--- config.mk ---
export PLATFORM = sky130hd
export DESIGN_NAME = fifo_unpacker_flat
export DESIGN_NICKNAME = d
export VERILOG_FILES = /design/src/rtl/fifo_pkg.sv /design/src/rtl/fifo_unpacker_if.sv /design/src/rtl/fifo_unpacker.sv /design/src/flat_wrapper.sv
export SDC_FILE = /design/constraint.sdc
export NUM_CORES = 1
export LEC_CHECK = 0
export ABC_CLOCK_PERIOD_IN_PS = 1500
export CAP_MARGIN = 30
export CORE_AREA = 5 5 75 146
export CTS_CLUSTER_SIZE = 40
export DETAILED_ROUTE_END_ITERATION = 16
export DIE_AREA = 0 0 80 151
export HOLD_SLACK_MARGIN = 0.06
export SLEW_MARGIN = 20
export SYNTH_ARGS = -nofsm -noshare
export SYNTH_HDL_FRONTEND = slang
export SYNTH_SLANG_ARGS = --single-unit
--- constraint.sdc ---
create_clock -name clk -period 1.5 [get_ports clk]
set_input_delay 0.3 -clock clk [delete_from_list [all_inputs] [get_ports clk]]
set_output_delay 0.3 -clock clk [all_outputs]
set_load 0.02 [all_outputs]
--- src/rtl/fifo_pkg.sv ---
// Shared types and helpers for the fifo read-side blocks.
package fifo_pkg;

    typedef enum logic {
        UNPK_IDLE = 1'b0,
        UNPK_SEND = 1'b1
    } unpk_state_e;

    // Beat index width; never narrower than one bit so RATIO=1 still has a port.
    function automatic int idx_w(input int ratio);
        int w;
        w = $clog2(ratio);
        return (w < 1) ? 1 : w;
    endfunction

endpackage

--- src/rtl/fifo_unpacker_if.sv ---
// Upstream FIFO read port plus downstream beat handshake for fifo_unpacker.
interface fifo_unpacker_if #(
    parameter int BEAT_W = 32,
    parameter int RATIO  = 2
);
    localparam int IDX_W  = fifo_pkg::idx_w(RATIO);
    localparam int WORD_W = BEAT_W * RATIO;

    logic              FLUSH;
    logic              EMPTY_I;
    logic [WORD_W-1:0] DOUT_I;
    logic              POP_O;
    logic              BEAT_VALID;
    logic [BEAT_W-1:0] BEAT_DATA;
    logic [IDX_W-1:0]  BEAT_IDX;
    logic              BEAT_LAST;
    logic              BEAT_READY;

    modport master (
        input  FLUSH, EMPTY_I, DOUT_I, BEAT_READY,
        output POP_O, BEAT_VALID, BEAT_DATA, BEAT_IDX, BEAT_LAST
    );

    modport slave (
        output FLUSH, EMPTY_I, DOUT_I, BEAT_READY,
        input  POP_O, BEAT_VALID, BEAT_DATA, BEAT_IDX, BEAT_LAST
    );

endinterface

--- src/rtl/fifo_unpacker.sv ---
// Pops wide words from the upstream FIFO and serialises them into RATIO beats,
// lowest beat first, with a synchronous flush of the held word.
//
// state     | meaning
// UNPK_IDLE | no word held; pop whenever upstream is non-empty
// UNPK_SEND | word held; beat idx_q presented downstream
module fifo_unpacker
    import fifo_pkg::*;
#(
    parameter int BEAT_W = 32,
    parameter int RATIO  = 2
) (
    input  logic             clk,
    input  logic             reset_n,
    fifo_unpacker_if.master  bus
);

    localparam int IDX_W  = idx_w(RATIO);
    localparam int WORD_W = BEAT_W * RATIO;
    localparam logic [IDX_W-1:0] LAST_IDX = IDX_W'(RATIO - 1);

    unpk_state_e       valid_q, valid_d;
    logic [IDX_W-1:0]  idx_q,   idx_d;
    logic [WORD_W-1:0] word_q,  word_d;

    logic beat_valid;
    logic beat_last;
    logic fire;
    logic free;
    logic pop;

    assign beat_valid = (valid_q == UNPK_SEND);
    assign beat_last  = beat_valid && (idx_q == LAST_IDX);
    assign fire       = beat_valid && bus.BEAT_READY;
    // A last-beat fire frees the slot in the same cycle so words stream without a bubble.
    assign free       = !beat_valid || (fire && beat_last);
    assign pop        = reset_n && !bus.FLUSH && !bus.EMPTY_I && free;

    always_comb begin
        valid_d = valid_q;
        idx_d   = idx_q;
        word_d  = word_q;
        if (bus.FLUSH) begin
            valid_d = UNPK_IDLE;
            idx_d   = '0;
        end else if (pop) begin
            valid_d = UNPK_SEND;
            idx_d   = '0;
            word_d  = bus.DOUT_I;
        end else if (fire && beat_last) begin
            valid_d = UNPK_IDLE;
            idx_d   = '0;
        end else if (fire) begin
            idx_d   = idx_q + IDX_W'(1);
        end
    end

    always_ff @(posedge clk) begin
        if (!reset_n) begin
            valid_q <= UNPK_IDLE;
            idx_q   <= '0;
            word_q  <= '0;
        end else begin
            valid_q <= valid_d;
            idx_q   <= idx_d;
            word_q  <= word_d;
        end
    end

    assign bus.POP_O      = pop;
    assign bus.BEAT_VALID = beat_valid;
    assign bus.BEAT_DATA  = word_q[idx_q * BEAT_W +: BEAT_W];
    assign bus.BEAT_IDX   = idx_q;
    assign bus.BEAT_LAST  = beat_last;

endmodule
--- src/flat_wrapper.sv ---
// flat-port wrapper written by rule: the top's interface ports become plain ports
module fifo_unpacker_flat import fifo_pkg::*;
#(
    parameter int BEAT_W = 32,
    parameter int RATIO  = 2
)
  (clk, reset_n, bus_FLUSH, bus_EMPTY_I, bus_DOUT_I, bus_BEAT_READY, bus_POP_O, bus_BEAT_VALID, bus_BEAT_DATA, bus_BEAT_IDX, bus_BEAT_LAST);
  fifo_unpacker_if #(.BEAT_W(BEAT_W), .RATIO(RATIO)) bus_i ();
  input  logic clk;
  input  logic reset_n;
  input wire logic [$bits(bus_i.FLUSH)-1:0] bus_FLUSH;
  input wire logic [$bits(bus_i.EMPTY_I)-1:0] bus_EMPTY_I;
  input wire logic [$bits(bus_i.DOUT_I)-1:0] bus_DOUT_I;
  input wire logic [$bits(bus_i.BEAT_READY)-1:0] bus_BEAT_READY;
  output wire logic [$bits(bus_i.POP_O)-1:0] bus_POP_O;
  output wire logic [$bits(bus_i.BEAT_VALID)-1:0] bus_BEAT_VALID;
  output wire logic [$bits(bus_i.BEAT_DATA)-1:0] bus_BEAT_DATA;
  output wire logic [$bits(bus_i.BEAT_IDX)-1:0] bus_BEAT_IDX;
  output wire logic [$bits(bus_i.BEAT_LAST)-1:0] bus_BEAT_LAST;
  assign bus_i.FLUSH = bus_FLUSH;
  assign bus_i.EMPTY_I = bus_EMPTY_I;
  assign bus_i.DOUT_I = bus_DOUT_I;
  assign bus_i.BEAT_READY = bus_BEAT_READY;
  assign bus_POP_O = bus_i.POP_O;
  assign bus_BEAT_VALID = bus_i.BEAT_VALID;
  assign bus_BEAT_DATA = bus_i.BEAT_DATA;
  assign bus_BEAT_IDX = bus_i.BEAT_IDX;
  assign bus_BEAT_LAST = bus_i.BEAT_LAST;
  fifo_unpacker #(.BEAT_W(BEAT_W), .RATIO(RATIO)) u_core (.clk(clk), .reset_n(reset_n), .bus(bus_i));
endmodule
==> run metrics, run 1 <==
outcome=complete, but fails checks; failing checks=setup timing; WHS Path Cells=2; Power Density=1000 nW/µm²; largest net degree at the start of global routing=between 60 and 70; TritonRoute pass-1 iters=4; Crit Path Max Fanout=8; layout cells sized above 1=between 20% and 30%; Leak=1.77 nW; total core area=around 9700 µm²; clk slew on worst S/H paths=about 0.05 ns; PnR worst setup slack=-0.167 ns; FF-to-FF setup slack=about 0.13 ns; nets@finish=505; initial core utilization=29.1%; total track usage=15.6%; Yosys warning total=0; WHS Endpoint=u_core.word_q[28]; post-route antenna net violation count=0; Post-Route Skew=0.00630 ns; Internal=3.52 mW; first-pass GRT wire length=14000 µm; Seq/Total Area, Yosys=approximately 47%; Starting DRT DRC Count=160; die area=12100 µm²; final cell count without fillers=573; root buffer cell=clkbuf_16; Yosys cell types=18; number of global-route vias before repair=2784; NetSw=1.08 mW; Reg power frac=41.4%; Die Span Y=151 µm; Hold WC Path Type=flip-flop to flip-flop; drt total wl=9100 µm; post-route setup TNS=-5.11 ns; Syn Std Cell Area=2820 µm²; worst path arrival time=1.37 ns; dpl cells=552; Peak VDD IR=542 µV; clk buf depth=2; initial antenna violation count=0; final count of negative-setup-slack endpoints=33; Peak Freq=approximately 600 MHz; total CTS buffers=9; number of H-tree levels=3; number of port buffers=approximately 100; clk sinks=between 60 and 70; sequential cell area=between 1000 and 1500 µm²; Seq cells post-synth=66; R2R Path Start=u_core.bus.BEAT_IDX; Syn Nets=401; unrepaired setup endpoints after global routing=yes; Placement Rows=between 50 and 60; # IOs=105; Routed WL per cell=between 15 and 20 µm; # hold bufs at CTS=0; Post-Syn Area per Cell=approximately 8.5 µm²; worst reg-to-reg path cell count=5; Worst Tran Pin Value=0.278 ns; Filler cells=966; routed via count=2684; endpoints failing hold=0; min-delay src=u_core.word_q[28]; clock share of power=43.7%; overall power after layout=4.60 mW; worst path required time=1.20 ns; relative slew slack=81.4%; startpoint types=flip-flop; grt ovf=0; Comb pwr share=15.0%; FF-to-FF End=u_core.word_q[39]; ant diodes=0; CTS tree=built; crit path capture type=output port; Layout Area Growth over Synthesis=62.2%; HPWL after detailed placement=6200 µm; switch share=23.5%; most common cell after layout, fill and taps aside=nand2_1; period utilization=111%; die width=80 µm; Placer Congestion=0.846; critical path type=flip-flop to output port; worst skew pair latency=about 0.33 ns; Multi-input gate area=1440 µm²; fin crit period=about 1.7 ns; post-DR vias/cell=between 4 and 5; most frequent cells in the layout=nand2_1, nand3_1, clkdlybuf4s50_1, dfxtp_1, o21ai_1; maxcap violations=0; count of final max-slew check failures=0; # DRC=0; Post-Syn Instances=332
==> metrics by stage <==
stage	worst slack [ns]	hold slack, ns	util, %	area, µm²
final	-0.167	0.445	47.2	4580
after global routing	-0.212	0.458	47.2	4580
after CTS	-0.257	0.437	47.4	4600
after detailed placement	-0.266	0.439	41.9	4060
after global placement	-0.252	0.434	41.9	4060
after floorplan	0.0732	0.390	-	2830
==> critical path, stage by stage (launching register included) <==
cell and delay (ns):
dfxtp_4 0.43, buf_12 0.17, mux2_4 0.31, buf_6 0.13
==> kinds of logic (layout without fill, tap and decap cells) <==
logic type	Yosys count	in the layout	share of synthesized area, %
AO/OA/AOI/OAI	67	67	12.1
XOR/XNOR	1	1	0.310
buffers and inverters	32	141	6.73
flip-flops	66	66	46.8
multiplexers	32	32	12.8
AND/OR/NAND/NOR	134	134	21.4
==> power groups by stage <==
stage	logic [mW]	clock network, mW	registers [mW]
6_report	0.688	2.01	1.90
5_1_grt	0.739	2.15	1.91
4_1_cts	0.690	2.08	1.90
3_5_place_dp	0.641	0	1.94
3_3_place_gp	0.636	0	1.93
2_1_floorplan	0.288	0	1.92
==> area by class of cell <==
cell class	instances	area share [%]
Multi-Input combinational cell	234	31.5
Timing Repair Buffer	125	29.6
Sequential cell	66	29.0
Clock buffer	10	5.00
Tap cell	132	3.61
Clock inverter	6	1.26
==> flip-flops by register name, indices dropped and copies added, names as in the netlist <==
signal                 cells
u_core.bus.BEAT_IDX        1
u_core.bus.BEAT_VALID      1
u_core.word_q             64
==> repair_timing <==
item	4_1_cts	5_1_grt
pin swaps	3	0
setup buffers	6	0
gates cloned	2	0
setup endpoints to repair	36	34
resized for setup	234	16
==> per-layer routing <==
metal	vias to the layer above	wire length [µm]	track usage, %
li1	1346	-	-
met1	1242	3410	15.8
met2	74	4980	28.6
met3	22	341	2.62
met4	0	378	9.81
met5	-	0	0
==> synth_stat cells (all sizes together) <==
master / instances / share of area (%)
nand3: 64 / 11
nor3b: 1 / 0.44
nand2: 65 / 8.6
a21oi: 2 / 0.35
o21ai: 64 / 11
a21bo: 1 / 0.35
nand2b: 1 / 0.22
and2: 2 / 0.44
dfxtp: 66 / 47
buf: 21 / 5.3
xor2: 1 / 0.31
nand3b: 1 / 0.27
mux2: 32 / 13
clkbuf: 11 / 1.5
==> how the worst max path moves through the flow <==
stage                   startpoint                end  slack, ns
6_report       u_core.bus.BEAT_IDX   bus_BEAT_DATA[9]      -0.17
3_5_place_dp   u_core.bus.BEAT_IDX  bus_BEAT_DATA[31]      -0.27
5_1_grt        u_core.bus.BEAT_IDX  bus_BEAT_DATA[31]      -0.21
2_1_floorplan  u_core.bus.BEAT_IDX   bus_BEAT_DATA[0]       0.07
3_3_place_gp             bus_FLUSH          bus_POP_O      -0.25
4_1_cts        u_core.bus.BEAT_IDX  bus_BEAT_DATA[21]      -0.26
No activity file was read; power rests on OpenSTA's default activity.
==> inputs of run 2 (changes only) <==
--- a/config.mk
+++ b/config.mk
@@ -5,7 +5,6 @@
 export SDC_FILE = /design/constraint.sdc
 export NUM_CORES = 1
 export LEC_CHECK = 0
-export ABC_CLOCK_PERIOD_IN_PS = 1500
 export CAP_MARGIN = 30
 export CORE_AREA = 5 5 75 146
 export CTS_CLUSTER_SIZE = 40
==> results of run 2 <==
The final DEF is identical to that of run 1; final timing and power are the same.
